**src/rtl/packet_generator_pkg.sv**
```systemverilog
// Shared types and constants for the packet generator: FSM state encoding and
// payload lane layout. The GAP state exists only when PKTGEN_GAP_EN is defined.
package packet_generator_pkg;

   localparam int LANE_W       = 64;
   localparam int IDX_W        = 32;
   localparam int BEAT_IDX_LSB = 0;
   localparam int PKT_IDX_LSB  = 32;

   // Encodings are pinned so the debug state output reads the same in both builds.
   typedef enum logic [1:0] {
      ST_IDLE = 2'd0,
      ST_SEND = 2'd1,
`ifdef PKTGEN_GAP_EN
      ST_GAP  = 2'd2,
`endif
      ST_DONE = 2'd3
   } state_t;

endpackage

```
**src/rtl/packet_generator_if.sv**
```systemverilog
// AXI-Stream style output bus of the packet generator.
// Valid/ready: a beat transfers when tvalid and tready are high at the same rising
// edge; once tvalid is high, tvalid/tdata/tlast hold until that transfer.
interface packet_generator_if #(
   parameter int DW = 128
);
   logic [DW-1:0] tdata;
   logic          tvalid;
   logic          tlast;
   logic          tready;

   modport master (output tdata, output tvalid, output tlast, input tready);
   modport slave  (input tdata, input tvalid, input tlast, output tready);
endinterface

```
**src/rtl/pktgen_payload.sv**
```systemverilog
// Beat payload former: {packet index, beat index} in one 64-bit lane,
// replicated across the full stream width.
module pktgen_payload
   import packet_generator_pkg::*;
#(
   parameter int DW    = 128,
   parameter int LEN_W = 16
) (
   input  logic [LEN_W-1:0] pkt_idx,
   input  logic [LEN_W-1:0] beat_idx,
   output logic [DW-1:0]    data
);

   logic [LANE_W-1:0] lane;

   always_comb begin
      lane = '0;
      lane[PKT_IDX_LSB +: IDX_W]  = IDX_W'(pkt_idx);
      lane[BEAT_IDX_LSB +: IDX_W] = IDX_W'(beat_idx);
   end

   assign data = {(DW / LANE_W){lane}};

endmodule

```
**src/rtl/packet_generator.sv**
```systemverilog
// Packet generator: emits pkt_count packets of pkt_len beats on a stream bus,
// with optional inter-packet idle gaps when PKTGEN_GAP_EN is defined.
module packet_generator
   import packet_generator_pkg::*;
#(
   parameter int DW    = 128,
   parameter int LEN_W = 16
) (
   input  logic              clk,
   input  logic              reset,
   input  logic              start,
   input  logic [LEN_W-1:0]  pkt_len,
   input  logic [LEN_W-1:0]  pkt_count,
`ifdef PKTGEN_GAP_EN
   input  logic [7:0]        gap_len,
`endif
   packet_generator_if.master axis_out,
   output logic              busy,
   output logic              done,
   output logic [63:0]       beats_sent,
   output logic [63:0]       packets_sent,
   output logic [1:0]        dbg_state
);

   state_t            state_q, state_d;
   logic [LEN_W-1:0]  beat_q, beat_d;
   logic [LEN_W-1:0]  pkt_q, pkt_d;
   logic [LEN_W-1:0]  len_q, len_d;
   logic [LEN_W-1:0]  cnt_q, cnt_d;
`ifdef PKTGEN_GAP_EN
   logic [7:0]        gap_q, gap_d;
   logic [7:0]        gap_cnt_q, gap_cnt_d;
`endif
   logic [DW-1:0]     tdata_q, tdata_d;
   logic              valid_q, valid_d;
   logic              tlast_q, tlast_d;
   logic              busy_q, busy_d;
   logic              done_q, done_d;
   logic [63:0]       beats_q, beats_d;
   logic [63:0]       packets_q, packets_d;
   logic              hs;
   logic              pkt_last;

   assign hs       = valid_q & axis_out.tready;
   assign pkt_last = (pkt_q == cnt_q - LEN_W'(1));

   always_ff @(posedge clk) begin
      if (reset) begin
         state_q   <= ST_IDLE;
         beat_q    <= '0;
         pkt_q     <= '0;
         len_q     <= '0;
         cnt_q     <= '0;
`ifdef PKTGEN_GAP_EN
         gap_q     <= '0;
         gap_cnt_q <= '0;
`endif
         tdata_q   <= '0;
         valid_q   <= 1'b0;
         tlast_q   <= 1'b0;
         busy_q    <= 1'b0;
         done_q    <= 1'b0;
         beats_q   <= '0;
         packets_q <= '0;
      end else begin
         state_q   <= state_d;
         beat_q    <= beat_d;
         pkt_q     <= pkt_d;
         len_q     <= len_d;
         cnt_q     <= cnt_d;
`ifdef PKTGEN_GAP_EN
         gap_q     <= gap_d;
         gap_cnt_q <= gap_cnt_d;
`endif
         tdata_q   <= tdata_d;
         valid_q   <= valid_d;
         tlast_q   <= tlast_d;
         busy_q    <= busy_d;
         done_q    <= done_d;
         beats_q   <= beats_d;
         packets_q <= packets_d;
      end
   end

   always_comb begin
      state_d = state_q;
      case (state_q)
         ST_IDLE: if (start) state_d = (pkt_count != '0) ? ST_SEND : ST_DONE;
         ST_SEND: begin
            if (hs && tlast_q) begin
               if (pkt_last) state_d = ST_DONE;
`ifdef PKTGEN_GAP_EN
               else if (gap_q != 8'd0) state_d = ST_GAP;
`endif
            end
         end
`ifdef PKTGEN_GAP_EN
         ST_GAP:  if (gap_cnt_q == 8'd1) state_d = ST_SEND;
`endif
         ST_DONE: state_d = ST_IDLE;
         default: state_d = ST_IDLE;
      endcase
   end

   // Indices, latched run parameters and next values of the registered outputs.
   always_comb begin
      beat_d    = beat_q;
      pkt_d     = pkt_q;
      len_d     = len_q;
      cnt_d     = cnt_q;
`ifdef PKTGEN_GAP_EN
      gap_d     = gap_q;
      gap_cnt_d = gap_cnt_q;
`endif
      if (state_q == ST_IDLE && start) begin
         len_d  = (pkt_len == '0) ? LEN_W'(1) : pkt_len;
         cnt_d  = pkt_count;
         beat_d = '0;
         pkt_d  = '0;
`ifdef PKTGEN_GAP_EN
         gap_d  = gap_len;
`endif
      end else if (state_q == ST_SEND && hs) begin
         if (tlast_q) begin
            beat_d = '0;
            if (!pkt_last) pkt_d = pkt_q + LEN_W'(1);
`ifdef PKTGEN_GAP_EN
            gap_cnt_d = gap_q;
`endif
         end else begin
            beat_d = beat_q + LEN_W'(1);
         end
`ifdef PKTGEN_GAP_EN
      end else if (state_q == ST_GAP) begin
         gap_cnt_d = gap_cnt_q - 8'd1;
`endif
      end

      valid_d   = (state_d == ST_SEND);
      tlast_d   = valid_d && (beat_d == len_d - LEN_W'(1));
      busy_d    = (state_d != ST_IDLE);
      done_d    = (state_d == ST_DONE);
      beats_d   = beats_q + (hs ? 64'd1 : 64'd0);
      packets_d = packets_q + ((hs && tlast_q) ? 64'd1 : 64'd0);
   end

   pktgen_payload #(
      .DW    (DW),
      .LEN_W (LEN_W)
   ) u_payload (
      .pkt_idx  (pkt_d),
      .beat_idx (beat_d),
      .data     (tdata_d)
   );

   assign axis_out.tdata  = tdata_q;
   assign axis_out.tvalid = valid_q;
   assign axis_out.tlast  = tlast_q;
   assign busy            = busy_q;
   assign done            = done_q;
   assign beats_sent      = beats_q;
   assign packets_sent    = packets_q;
   assign dbg_state       = state_q;

endmodule

```
**src/flat_wrapper.sv**
```systemverilog
// flat-port wrapper written by rule: the top's interface ports become plain ports
module packet_generator_flat import packet_generator_pkg::*;
#(
   parameter int DW    = 128,
   parameter int LEN_W = 16
)
  (clk, reset, start, pkt_len, pkt_count, busy, done, beats_sent, packets_sent, dbg_state, axis_out_tdata, axis_out_tvalid, axis_out_tlast, axis_out_tready);
  packet_generator_if #(.DW(DW)) axis_out_i ();
  input  logic clk;
  input  logic reset;
  input  logic start;
  input  logic [LEN_W-1:0] pkt_len;
  input  logic [LEN_W-1:0] pkt_count;
  output logic busy;
  output logic done;
  output logic [63:0] beats_sent;
  output logic [63:0] packets_sent;
  output logic [1:0] dbg_state;
  output wire logic [$bits(axis_out_i.tdata)-1:0] axis_out_tdata;
  output wire logic [$bits(axis_out_i.tvalid)-1:0] axis_out_tvalid;
  output wire logic [$bits(axis_out_i.tlast)-1:0] axis_out_tlast;
  input wire logic [$bits(axis_out_i.tready)-1:0] axis_out_tready;
  assign axis_out_tdata = axis_out_i.tdata;
  assign axis_out_tvalid = axis_out_i.tvalid;
  assign axis_out_tlast = axis_out_i.tlast;
  assign axis_out_i.tready = axis_out_tready;
  packet_generator #(.DW(DW), .LEN_W(LEN_W)) u_core (.clk(clk), .reset(reset), .start(start), .pkt_len(pkt_len), .pkt_count(pkt_count), .axis_out(axis_out_i), .busy(busy), .done(done), .beats_sent(beats_sent), .packets_sent(packets_sent), .dbg_state(dbg_state));
endmodule
```
**config.mk**
```make
export PLATFORM = sky130hd
export DESIGN_NAME = packet_generator_flat
export DESIGN_NICKNAME = d
export VERILOG_FILES = /design/src/rtl/packet_generator_pkg.sv /design/src/rtl/packet_generator_if.sv /design/src/rtl/pktgen_payload.sv /design/src/rtl/packet_generator.sv /design/src/flat_wrapper.sv
export SDC_FILE = /design/constraint.sdc
export NUM_CORES = 1
export LEC_CHECK = 0
export CAP_MARGIN = 20
export CORE_MARGIN = 1.5
export CORE_UTILIZATION = 30
export DETAILED_ROUTE_END_ITERATION = 8
export GPL_TIMING_DRIVEN = 0
export PLACE_DENSITY = 0.61
export SYNTH_ARGS = -nofsm -noshare
export SYNTH_HDL_FRONTEND = slang
export SYNTH_SLANG_ARGS = --single-unit
```
**constraint.sdc**
```tcl
create_clock -name clk -period 8.54 [get_ports clk]
set_input_delay 2.135 -clock clk [delete_from_list [all_inputs] [get_ports clk]]
set_output_delay 2.135 -clock clk [all_outputs]
set_load 0.02 [all_outputs]
```
== Yosys cells after proc, flatten, opt, wreduce, memory -nomap -nowiden ==
Cells that the tools add are included.
Storage, ports and cells
  logic and storage cells: 49
  bits of input ports: 36
  flip-flop bits (word level): 326
Cells by class
  equal/unequal tests: 5
  multiplexer cells: 16
  bitwise logic cells: 1
  reduce and logical (&&, ||, !) cells: 8
  add/sub/neg operators: 6
Operator list (count)
  $mux W16: 9
  $add A64 B64 Y64: 2
  $add A16 B1 Y16 const B: 2
  $eq A16 B16 Y1: 2
  $sub A16 B1 Y16 const B: 2
  $logic_not A16 Y1: 1
  $reduce_bool A16 Y1: 1
  $mux W2: 4
  $eq A2 B1 Y1 const B: 2
  $logic_and A1 B1 Y1: 4
  $pmux W2 S2: 1
  $eq A2 B2 Y1 const B: 1
  $logic_not A2 Y1: 1
  $mux W1: 2
  $reduce_bool A2 Y1: 1
  $and A1 B1 Y1: 1

== Longest topological paths before layout ==
  depth after elaboration: 7
  depth in mapped cells: 16
  depth with buffers taken out: 13

== By module ==
A second synthesis with hierarchy kept.
Unflattened totals
  cells, all modules: 1643
  area total of the unflattened synthesis: 14426.3 um2
Modules (own cells, without submodules)
  packet_generator: area each 13461.7 um2, cells each 1514, instances 1
  pktgen_payload: area each 964.7 um2, cells each 129, instances 1

== Worst setup path after synthesis ==
Ideal clock, no wire load.
  path type: input port to flip-flop
  from: in start
  to: reg u_core.tlast_q, in the netlist u_core.axis_out.tlast
  arrival: 5.243 ns
  setup slack: 3.236 ns
  setup time: 0.061 ns
  stages: 14
  data required time: 8.479 ns
  buffers on the path: 3
  cell sequence: or3b_1 buf_6 buf_6 clkbuf_1 mux2i_1 ha_1 or4b_2 nor4_1 o211ai_1 xor2_1 nor4b_1 o31ai_1 a2bb2oi_1 and4_1
On the way
  word-level cells in the longest chain between the ends: 5
RTL lines
  start: declaration: line flat_wrapper.sv:11  | input logic start;
  $logic_and A1 B1 Y1: line packet_generator.sv:115  | if (state_q == ST_IDLE && start) begin
  $mux W16: line packet_generator.sv:115
  $sub A16 B1 Y16: line packet_generator.sv:140  | tlast_d = valid_d && (beat_d == len_d - LEN_W'(1));
  $eq A16 B16 Y1: line packet_generator.sv:140
  $logic_and A1 B1 Y1 (*): line packet_generator.sv:140
  end signal: assignment: line packet_generator.sv:77  | tlast_q <= tlast_d;
  end: declaration: line packet_generator.sv:36  | logic tlast_q, tlast_d;
Mark *: on every way between the ends. The rest lies on a longest branch, timed or not.
A chain may end at the register's enable or synchronous reset.

== Worst setup path in the final report ==
Ends and elaborated chain as after synthesis.

==> run summary <==
final setup vio count = 0
worst hold path depth = 2
root buf cell = clkbuf_16
Clk pin slew, worst setup/hold paths = 0.08 ns
NumNets Final = 1588
LEAKAGE = 5.34 nW
Max Clk Rate = 168 MHz
Slew headroom = 35.6%
Final ANT Viol Nets = 0
main combinational cell family by area after synthesis = simple AND/OR/NAND/NOR gates
Routability Congestion = 0.879
startpoint types = input port
number of DRC markers in iteration 0 = 449
Final Slew Violations = 0
number of global-route vias before repair = 8639
Final Cycle Share = 69.7%
fraction of synthesized cell area in xor and xnor cells = 15.8%
Reg area = 3960 um^2
Num Clock Sinks = 198
crit path max fanout = 10
Starting Density = 30.6%
global-route wire length before repair = 45600 um
I/O pins = 298
hpwl dp = 22500 um
most common cell after layout, fill and taps aside = clkdlybuf4s50_1
main flop type after synthesis = dfxtp_1
Mapped Area = 10300 um^2
GR Util All Layers = 16.1%
reg2reg path depth = 15
post-CTS sizing = 0
Post-CTS Repair Setup Buffers = 0
post-synthesis compound-gate area fraction = 5.63%
Port Buffers = 232
adder-cell share of the synthesized area = 0.971%
cells after synthesis = 1230
post-synthesis sequential area ratio = 38.5%
Fillers = 3350
post-route minimum period = 5.95 ns
ANT cells = 0
clock skew = 0.0163 ns
vias per std cell = 4.61
Async S/R FF share, synth = 0%
Placed Instances = 1973
RSZ-0062 raised after global routing = false
CP Data Arrival Time = 6.35 ns
layout cells sized above 1 = 9.63%
final hold vios = 0
peak supply drop = 0.000130 V
Crit Path Class = input port to flop
library cells used by synthesis = 63
Avg WL per Cell = 14.5 um
core box area = 33700 um^2
TritonRoute pass-1 iters = 4
initial antenna violation count = 0
Worst setup EP type = flop
setup tns final = 0 ns
area of the multi-input gates = 5620 um^2
Die Y = 188 um
Hold Buf Count CTS = 0
worst slack at placement = 2.06 ns
htree depth = 4
Post-synth EDFFs = 0
Vias = 9244
CTS tree = yes
Synth Register Bits = 198
mux contribution to synthesized area = 1.46%
PwrDens = 143 nW/um^2
number of placement rows = 67
highest-count cells in the layout ignoring fill and taps = clkdlybuf4s50_1, dfxtp_1, nor2_1
status = finished, final reports clean
area grow syn2layout = 36.3%
largest net degree at the start of global routing = 22
GR Overflow Total = 0
flop2flop setup slack = 4.30 ns
Finished Layout Cells = 2005
drt drc = 0
max-capacitance violation count = 0
Bufs on Longest Clock Path = 2
Die W = 188 um
yosys warns = 0
Synth Area in Simple Gates = 28.3%
fin worst setup slack = 2.59 ns
Die Area = 35500 um^2
TritonCTS buffer count = 17
syn avg cell area = 8.38 um^2
Worst-Margin Slew = 0.957 ns
final wirelength = 29000 um
Crit path required time = 8.94 ns
hold crit path type = flop to flop
Clk Latency, worst-skew pair = 0.45 ns
==> path summary, 6_finish.rpt <==
kind | start | end
min | u_core.cnt_q[15]$_SDFFE_PP0N_ | u_core.cnt_q[15]$_SDFFE_PP0N_
max reg2reg | u_core.dbg_state[1]$_SDFF_PP0_ | u_core.axis_out.tlast$_SDFF_PP0_
max | start | u_core.axis_out.tlast$_SDFF_PP0_
min reg2reg | u_core.cnt_q[15]$_SDFFE_PP0N_ | u_core.cnt_q[15]$_SDFFE_PP0N_
==> layer usage <==
metal  GRT usage, %  up-vias  routed length (um)  share of wire, %
li1               -     4668                   -                 -
met1           19.8     4276               12800                44
met2           26.3      259               13500                46
met3           5.20       41                2170               7.5
met4           5.65        0                 569               2.0
met5              0        -                   0                 0
==> final cells by class <==
class,instances,area share [%]
flip-flops and latches,198,28.2
multi-input cells,943,40.0
clock buffers,17,3.03
plain buffers,141,6.55
clock inverters,15,1.42
repair buffers,232,16.5
inverters,11,0.294
well taps,448,3.99
==> state kept, by name (all words and copies together), names as in the netlist, 2 cells and up <==
signal / count
u_core.beats_sent: 64
u_core.packets_sent: 64
u_core.cnt_q: 16
u_core.len_q: 16
u_core.beat_q: 15
u_core.pkt_q: 15
u_core.axis_out.tdata: 2
u_core.dbg_state: 2
==> cells by family (layout without fill, tap and decap cells) <==
logic type	Yosys count	after routing
AO/OA/AOI/OAI	94	94
XOR/XNOR	183	183
adder cells (fa/ha/maj)	8	8
buffers and inverters	152	416
flip-flops	198	198
multiplexers	15	15
other	1	64
AND/OR/NAND/NOR	579	579
==> power by group <==
group / internal [mW] / switching [mW] / total, mW
Sequential: 0.933 / 0.0104 / 0.943
Combinational: 0.0941 / 0.129 / 0.223
Clock: 0.426 / 0.420 / 0.846
==> critical path: stages <==
cell             delay [ns]
clkdlybuf4s50_1        0.52
or3b_1                 0.43
buf_6                  0.18
buf_6                  0.16
clkbuf_1               0.25
mux2i_1                0.27
ha_1                   0.27
or4b_2                 0.61
nor4_1                 0.30
o211ai_1               0.17
xor2_1                 0.30
nor4b_1                0.28
o31ai_1                0.11
a2bb2oi_1              0.18
and4_1                 0.21
==> cells in the mapped netlist, drive strengths merged (15+ instances only) <==
| library cell | n | share of area [%] |
|---|---|---|
| a21oi | 43 | 2.1 |
| and3 | 36 | 2.2 |
| and4 | 20 | 1.7 |
| buf | 104 | 7.6 |
| clkbuf | 37 | 1.4 |
| dfxtp | 198 | 38 |
| mux2i | 15 | 1.5 |
| nand2 | 106 | 3.9 |
| nand3 | 63 | 3.1 |
| nand4 | 36 | 2.2 |
| nor2 | 191 | 7.0 |
| nor3 | 31 | 1.6 |
| nor4 | 25 | 1.6 |
| o21ai | 25 | 1.2 |
| or3 | 17 | 1.1 |
| xnor2 | 72 | 6.1 |
| xor2 | 109 | 9.3 |
==> through the flow <==
step                power [mW]  hold WS (ns)  utilization [%]  cell area [um^2]
floorplan                 1.13         0.448                -             10500
global placement          1.18         0.469             39.8             13400
detailed placement        1.19         0.477             39.8             13400
CTS                       2.04         0.487             41.7             14000
global route              2.09         0.519             41.7             14000
finish                    2.01         0.493             41.7             14000
Power figures use the tool's default switching activity.
